`config.mk`:
```
export PLATFORM = sky130hd
export DESIGN_NAME = line_buffer_5x5
export DESIGN_NICKNAME = d
export VERILOG_FILES = /design/src/rtl/line_buffer_5x5.sv
export SDC_FILE = /design/constraint.sdc
export NUM_CORES = 1
export LEC_CHECK = 0
export CAP_MARGIN = 20
export CORE_MARGIN = 3
export CORE_UTILIZATION = 55
export CTS_BUF_LIST = sky130_fd_sc_hd__clkbuf_2
export DETAILED_ROUTE_END_ITERATION = 12
export DONT_BUFFER_PORTS = 1
export PLACE_DENSITY = 0.69
export SLEW_MARGIN = 20
export SYNTH_ARGS = -nofsm -noshare
export SYNTH_HDL_FRONTEND = slang
export SYNTH_SLANG_ARGS = --single-unit
```
`constraint.sdc`:
```
create_clock -name clk -period 5.75 [get_ports clk]
set_clock_uncertainty 0.1 [all_clocks]
set_input_delay 1.15 -clock clk [delete_from_list [all_inputs] [get_ports clk]]
set_output_delay 1.15 -clock clk [all_outputs]
set_load 0.02 [all_outputs]
```
`src/rtl/line_buffer_5x5.sv`:
```
// Four-line raster buffer feeding a 5x5 window stage: each accepted pixel
// emits the column of five vertically adjacent pixels ending at that pixel.
module line_buffer_5x5 #(
  parameter int COLS = 5,
  parameter int ROWS = 5
) (
  input  logic       clk,
  input  logic       rst,
  input  logic       data_valid_i,
  input  logic [7:0] data_i,
  output logic [7:0] S1_o,
  output logic [7:0] S2_o,
  output logic [7:0] S3_o,
  output logic [7:0] S4_o,
  output logic [7:0] S5_o,
  output logic       valid_o,
  output logic       frame_done_o
);

  localparam int         AW      = $clog2(COLS);
  localparam logic [9:0] LastCol = 10'(COLS - 1);
  localparam logic [9:0] LastRow = 10'(ROWS - 1);

  logic [7:0] l0_q [0:COLS-1];
  logic [7:0] l1_q [0:COLS-1];
  logic [7:0] l2_q [0:COLS-1];
  logic [7:0] l3_q [0:COLS-1];

  logic [9:0]    col_q, col_d;
  logic [9:0]    row_q, row_d;
  logic [AW-1:0] colIdx;
  logic [7:0]    rd0, rd1, rd2, rd3;
  logic          lastPix;

  logic [7:0] s1_q, s2_q, s3_q, s4_q, s5_q;
  logic       valid_q, frameDone_q;

  assign colIdx  = col_q[AW-1:0];
  assign rd0     = l0_q[colIdx];
  assign rd1     = l1_q[colIdx];
  assign rd2     = l2_q[colIdx];
  assign rd3     = l3_q[colIdx];
  assign lastPix = (col_q == LastCol) && (row_q == LastRow);

  always_comb begin
    col_d = col_q;
    row_d = row_q;
    if (data_valid_i) begin
      if (col_q == LastCol) begin
        col_d = 10'd0;
        row_d = (row_q == LastRow) ? 10'd0 : row_q + 10'd1;
      end else begin
        col_d = col_q + 10'd1;
      end
    end
  end

  // Line memories carry no reset; rows 0..3 of every frame overwrite them
  // before valid_o can rise, so stale contents never escape.
  always_ff @(posedge clk) begin
    if (data_valid_i && !rst) begin
      l0_q[colIdx] <= data_i;
      l1_q[colIdx] <= rd0;
      l2_q[colIdx] <= rd1;
      l3_q[colIdx] <= rd2;
    end
  end

  always_ff @(posedge clk or posedge rst) begin
    if (rst) begin
      s1_q        <= 8'd0;
      s2_q        <= 8'd0;
      s3_q        <= 8'd0;
      s4_q        <= 8'd0;
      s5_q        <= 8'd0;
      valid_q     <= 1'b0;
      frameDone_q <= 1'b0;
      col_q       <= 10'd0;
      row_q       <= 10'd0;
    end else begin
      col_q <= col_d;
      row_q <= row_d;
      if (data_valid_i) begin
        s5_q        <= data_i;
        s4_q        <= rd0;
        s3_q        <= rd1;
        s2_q        <= rd2;
        s1_q        <= rd3;
        valid_q     <= (row_q >= 10'd4);
        frameDone_q <= lastPix;
      end else begin
        valid_q     <= 1'b0;
        frameDone_q <= 1'b0;
      end
    end
  end

  assign S1_o         = s1_q;
  assign S2_o         = s2_q;
  assign S3_o         = s3_q;
  assign S4_o         = s4_q;
  assign S5_o         = s5_q;
  assign valid_o      = valid_q;
  assign frame_done_o = frameDone_q;

endmodule

```
# Yosys cells after proc, flatten, opt, wreduce, memory -nomap -nowiden
# Memory sizes are Yosys's and may differ from the RTL's. A register that Yosys moved wholly into a read port is not among the register bits.
# Cells that the tools add are included.
[op_classes]
n_addsub = 2
n_lt_le_gt_ge = 1
n_reduce_logical = 4
eq_ne = 2
n_mux = 6
[ops]
columns = ["cell", "count"]
rows = [
  ["$add A10 B1 Y10 const B", 2],
  ["$eq A10 B3 Y1 const B", 2],
  ["$mux W10", 2],
  ["$ge A10 B3 Y1 const B", 1],
  ["$mux W1", 4],
  ["$logic_and A1 B1 Y1", 2],
  ["$reduce_and A2 Y1", 1],
  ["$logic_not A1 Y1", 1],
]
[word_totals]
word_cells = 27
ff_bits = 54
memories = 4
output_inout_bits = 42
ram_bits = 160
input_bits = 11
[mem_list]
columns = ["name", "words", "word_bits", "rd", "rd_clocked_by_memory_dff", "wr", "line_no", "rtl"]
rows = [
  ["l0_q", 5, 8, 1, 0, 1, "24", "logic [7:0] l0_q [0:COLS-1];"],
  ["l1_q", 5, 8, 1, 0, 1, "25", "logic [7:0] l1_q [0:COLS-1];"],
  ["l2_q", 5, 8, 1, 0, 1, "26", "logic [7:0] l2_q [0:COLS-1];"],
  ["l3_q", 5, 8, 1, 1, 1, "27", "logic [7:0] l3_q [0:COLS-1];"],
]

# Longest topological paths before layout
# Gate-level depths: netlist of the first run.
[depth]
ltp_word = 4
ltp_mapped = 10
mapped_depth_nobuf = 6

# Least setup slack after synthesis of the first run
# Ideal clock, no wire load.
[synth_path]
path_kind = "input -> register"
startpoint = "in rst"
endpoint = "mem l0_q[1][0] (enable)"
path_slack_ns = -0.697
setup_time_ns = 0.503
t_required_ns = 5.147
arrival_time_ns = 5.845
path_stages = 3
path_buffers = 0
cell_sequence = "inv_1 > nand2_1 > nor4_1"
[synth_via]
elab_chain_cells = 4
[synth_lines]
columns = ["element", "line_no", "rtl"]
rows = [
  ["start, declared", "8", "input logic rst,"],
  ["$logic_not A1 Y1 (no source line)", "--", ""],
  ["$logic_and A1 B1 Y1", "61", "if (data_valid_i && !rst) begin"],
  ["$mux W1", "61", ""],
  ["$mux W1 (not written as such)", "62", "l0_q[colIdx] <= data_i;"],
  ["end, declared", "24", ""],
]
# Every way passes these cells.

# Worst setup path after layout of the first run
[layout_path]
startpoint = "reg col_q[0]"
endpoint = "mem l2_q[3][7] (enable)"
[layout_rtl]
columns = ["element", "line_no", "rtl"]
rows = [
  ["start, declared", "29", "logic [9:0] col_q, col_d;"],
  ["start signal, assigned", "81", "col_q <= col_d;"],
  ["end, declared", "26", ""],
]
# Straight into the memory's write port.

==> results of run 1 <==
cell families after synthesis:
kind of cell / count (synthesis) / share of synthesized area
compound gates: 62 / 0.0496
xor+xnor: 12 / 0.0123
fa+ha+maj: 4 / 0.00586
buf+inv: 38 / 0.0183
flops: 222 / 0.744
mux: 46 / 0.0807
simple gates: 175 / 0.0896
critical path, stage by stage (launching register included):
cell	delay, ns
dfrtp_2	0.67
buf_4	0.51
inv_1	0.20
nor3_1	0.48
and3_1	0.22
buf_4	0.43
state kept, by name, summed over array words and instances, names as in the netlist:
name and cells:
valid_o 1, l1_q 40, row_q 10, S3_o 8, col_q 10, l2_q 40, l0_q 40, l3_q 40
S2_o 8, frame_done_o 1, S4_o 8, S5_o 8, S1_o 8
cell usage after synthesis, types with 5 or more instances:
cell,count
nor2_1,44
xnor2_1,8
a31oi_1,27
o21ai_0,16
nor3_1,6
a221o_1,10
edfxtp_1,160
mux2_2,23
dfrtp_1,62
buf_2,5
mux2i_1,7
mux4_2,16
inv_1,8
a41oi_1,6
nand3_1,8
nand2_1,91
clkbuf_1,20
worst max path at each step:
stage / end / cells past startpoint
final: l2_q[3][7] / 5
after global placement: l0_q[0][4] / 3
after detailed placement: l0_q[1][7] / 4
after floorplan: l0_q[1][0] / 3
after global routing: l2_q[3][0] / 5
after CTS: l2_q[3][7] / 5
per-layer routing:
metal | wire, um | part of all wire | GRT usage | vias up
li1 | - | - | - | 2202
met1 | 6750 | 0.43 | 0.254 | 2340
met2 | 7830 | 0.49 | 0.323 | 130
met3 | 1060 | 0.067 | 0.0565 | 25
met4 | 239 | 0.015 | 0.0605 | 0
met5 | 0 | 0 | 0 | -
metrics by stage:
| step | std cells | total power, mW | util | hold slack, ns | TNS, ns |
|---|---|---|---|---|---|
| 2_1_floorplan | 559 | 3.34 | - | 0.344 | -66.95 |
| 3_3_place_gp | 725 | 3.64 | 0.589 | 0.370 | 0 |
| 3_5_place_dp | 726 | 3.70 | 0.590 | 0.372 | 0 |
| 4_1_cts | 823 | 4.67 | 0.622 | 0.297 | 0 |
| 5_1_grt | 823 | 4.90 | 0.622 | 0.260 | 0 |
| 6_report | 823 | 4.60 | 0.622 | 0.365 | 0 |
final cells by class:
type,instances,area [um^2]
clock buffers,86,430
fillers,1136,5620
multi-input cells,299,2060
flip-flops and latches,222,6360
well taps,184,230
inverters,8,30.0
clock inverters,11,42.5
repair buffers,13,97.6
power breakdown:
part	total [mW]	internal (mW)	switching (mW)
Sequential	2.48	2.17	0.315
Combinational	1.16	0.417	0.739
Clock	0.966	0.391	0.575
==> out/qor.yml, run 1 <==
setup_path:
  crit-reg2reg-launch: "col_q[0]"
  worstSetupStartpoint: "col_q[0]"
  cp_max_fo: 33
  endpoint_kind: "flip-flop"
  cp.arrival_ns: 3.28
  start_kind: "flip-flop"
  reg2reg_to: "l2_q[3][7]"
  regToRegSetupSlack_ns: 2.74
  required_ns: 6.02
  crit_type: "reg -> reg"
  r2r_cells: 5
clock_network:
  ctsHtreeMaxLevel: 2
  cts_tree: "built"
  clock_latency_ns: 0.76
  max-clock-path-buffers: 3
  clkTransAtPathRegs_ns: 0.11
  cts-root-buf: "clkbuf_2"
  post_cts_buffers: 0
  cts_buffers: 53
  holdBufCountCts: 0
  clkSinkCount: 222
  post_cts_resized: 0
finish:
  design_area_mm2: 0.00925
  layout_common_cells: "edfxtp_1, nand2_1, clkbuf_2"
  synthToLayoutAreaGrowth_pct: 8.18
  insertedDiodeCount: 0
  final_nets: 612
  layout.cells.most_common: "edfxtp_1"
  drive_gt1_frac: 0.239
timing:
  slew_viol_final: 0
  setup_violations: 0
  timing.fmax_mhz: 332
  rsz0062_at_grt: "false"
  hold_viol: 0
  tightest_slew_ns: 0.912
  min_period_ns: 3.01
  max_slew_margin: 0.391
  setup_ws_ns: 2.74
  post-route-period-util: 0.524
placement:
  place_area_mm2: 0.00877
  port_buffers: 0
  pre_cts_ws_ns: 2.46
  gp_congestion: 0.720
  hpwlAfterDp_um: 9110
grt:
  grt_pass1_wl_um: 25600
  grt_overflow: 0
  grt_usage: 0.196
  antenna_found_initial: 0
  grt_max_degree: 83
  grt_pass1_vias: 4966
drt:
  drtIter0Drc: 290
  routedWlPerCell_um: 19.3
  drc_errors: 0
  vias: 4697
  drtPass1Iterations: 4
  postRouteAntennaNets: 0
  drt_wl_total_um: 15900
  viasPerCell: 5.71
outcome:
  outcome: "finished clean"
synth:
  async_flop_share: 0.279
  synth_seq_cells: 222
  synth_edf_count: 160
  synth-main-ff-cell: "edfxtp_1"
  avgSynthCellArea_um2: 15.3
  netlist_area_mm2: 0.00855
  syn-num-nets: 574
  synth_top_area_frac: 0.562
  synth.distinct_cells: 36
  synthTopCellsByArea: "edfxtp_1, dfrtp_1, mux4_2"
  synth-warning-count: 0
  synth_seq_area_share: 0.744
  yosys.area.top_type: "edfxtp_1"
  synth_cells: 559
power:
  irDropWorstVdd_v: 0.000221
  p_leak_nw: 3.49
  power_density_mw_per_mm2: 498
run:
  maxCapViolations: 0
die:
  die_w_um: 131
  core.rowCount: 44
  start_util: 0.575
  fp.dieArea_mm2: 0.0171
  fp.dieH_um: 131
  ioPinCount: 53
  fp.coreArea_mm2: 0.0149
min_path:
  hp-class: "in -> async"
No activity file was read; power rests on OpenSTA's default activity.
==> run 2, diff against run 1 <==
- clock period: 5.75 -> 2.8 ns (I/O delays scaled with it)
==> run 2 against run 1 <==
Compared with the run above: clock-buffer cell count decreased by 3; via count increased by 2.6%; critical endpoint is now l0_q[4][6]; final area increased by 3.1%; critical path type unchanged; combinational power increased by 120%; largest cell class unchanged; routed wire length increased by 5.4%.
==> out/qor.yml, run 2 (synthesis gave the netlist of run 1 again) <==
finish:
  layout_common_cells: "edfxtp_1, nand2_1, clkbuf_2"
  synthToLayoutAreaGrowth_pct: 11.5
  drive_gt1_frac: 0.244
  layout.cells.most_common: "edfxtp_1"
  layoutNonFillerInstCount: 849
  final_core_util: 0.641
  final_nets: 634
setup_path:
  cp.arrival_ns: 2.74
  cp_max_fo: 18
  start_kind: "flip-flop"
  required_ns: 3.10
  crit_type: "reg -> reg"
  endpoint_kind: "flip-flop"
drt:
  vias: 4818
  postRouteAntennaNets: 0
  drt_wl_total_um: 16700
  viasPerCell: 5.67
  routedWlPerCell_um: 19.7
  drtPass1Iterations: 5
  drtIter0Drc: 330
  drc_errors: 0
placement:
  port_buffers: 0
  dp_cells: 737
  gp_congestion: 0.766
  hpwlAfterDp_um: 9400
die:
  ioPinCount: 53
  fp.coreArea_mm2: 0.0149
  die_w_um: 131
  start_util: 0.575
  core.rowCount: 44
  fp.dieH_um: 131
  fp.dieArea_mm2: 0.0171
timing:
  timing.fmax_mhz: 410
  setup_violations: 0
  slew_viol_final: 0
  max_slew_margin: 0.377
  min_period_ns: 2.44
  post-route-period-util: 0.872
  rsz0062_at_grt: "false"
  hold_viol: 0
  tightest_slew_ns: 0.933
clock_network:
  clock_latency_ns: 0.77
  clkTransAtPathRegs_ns: 0.09
  cts_buffers: 54
  ctsHtreeMaxLevel: 2
  cts_tree: "built"
  post_cts_resized: 0
  cts-root-buf: "clkbuf_2"
  max-clock-path-buffers: 3
  clkSinkCount: 222
power:
  irDropWorstVdd_v: 0.000555
  seqPwrFrac: 0.529
  switching_share: 0.357
  power.internal_mw: 6.20
  power_density_mw_per_mm2: 1010
  fin_total_pwr_mw: 9.66
  switchingPower_mw: 3.45
  clkPwrFrac: 0.208
  p_leak_nw: 3.61
  p_comb_frac: 0.263
grt:
  grtUsageMet1: 0.273
  grt_usage: 0.206
  grt_max_degree: 79
  grt_use_met3: 0.0581
  grt_pass1_vias: 5122
  grt_use_met2: 0.334
  antenna_found_initial: 1
  top_usage_layer: "met2"
  grt_overflow: 0
  grt_pass1_wl_um: 26600
min_path:
  hp-class: "in -> reg"
outcome:
  outcome: "finished clean"
run:
  maxCapViolations: 0
==> run 2: changes by cell type in the layout (fill, tap and decap cells not counted), sizes merged <==
cell | before | now
buf | 13 | 25
clkinvlp | 0 | 1
dlygate4sd3 | 0 | 9
clkbuf | 86 | 83
clkinv | 9 | 17
inv | 10 | 8
diode | 0 | 1
==> run 2: power groups by stage <==
stage | registers [mW] | clock network (mW) | logic, mW
3_3_place_gp | 5.18 | 0 | 2.45
5_1_grt | 5.19 | 2.26 | 2.82
6_report | 5.11 | 2.01 | 2.54
2_1_floorplan | 5.02 | 0 | 1.87
4_1_cts | 5.12 | 2.08 | 2.56
3_5_place_dp | 5.20 | 0 | 2.52
==> run 2: worst paths after layout <==
check | start | slack (ns) | end | cells after the start
max | col_q[2] | 0.36 | l0_q[4][6] | 3
min | data_valid_i | 0.09 | col_q[1] | 4
max reg2reg | col_q[2] | 0.36 | l0_q[4][6] | 3
min reg2reg | col_q[9] | 0.38 | col_q[9] | 1
max in group asynchronous | rst | 1.74 | row_q[7] | 3
min in group asynchronous | rst | 0.36 | S5_o[4] | 3
==> run 2: area by class of cell <==
cell class                      count  area [um^2]
Tap cell                          184          230
Timing Repair Buffer               34          335
Multi-Input combinational cell    299         2090
Clock inverter                     18         70.1
Inverter                            8         33.8
Sequential cell                   222         6360
Clock buffer                       83          415
Fill cell                        1142         5330
Antenna cell                        1         2.50
==> run 2: through the flow <==
step	setup WS [ns]	TNS, ns	hold slack [ns]	cell area (um^2)
6_report	0.359	0	0.0934	9530
5_1_grt	0.156	0	0.0567	9530
4_1_cts	0.302	0	0.0294	9530
3_5_place_dp	0.348	0	0.363	8930
3_3_place_gp	0.340	0	0.364	8930
2_1_floorplan	-0.316	-22.93	0.344	8600
==> run 2: timing repair <==
item / CTS / global route
hold buffers: 10 / 0
setup buffers: 0 / 0
setup endpoints to repair: 0 / 0
endpoints found under the hold margin: 150 / 0
==> run 2: metal layers <==
metal,wire length (um),share of wire,vias to the layer above
met4,195,0.012,0
li1,-,-,2258
met1,7260,0.43,2381
met2,8070,0.48,160
met5,0,0,-
met3,1210,0.072,19
==> run 2: worst max-delay path: stages (launching register included) <==
cell	delay [ns]
dfrtp_1	0.76
inv_1	0.51
nor4_4	0.34
buf_4	0.35
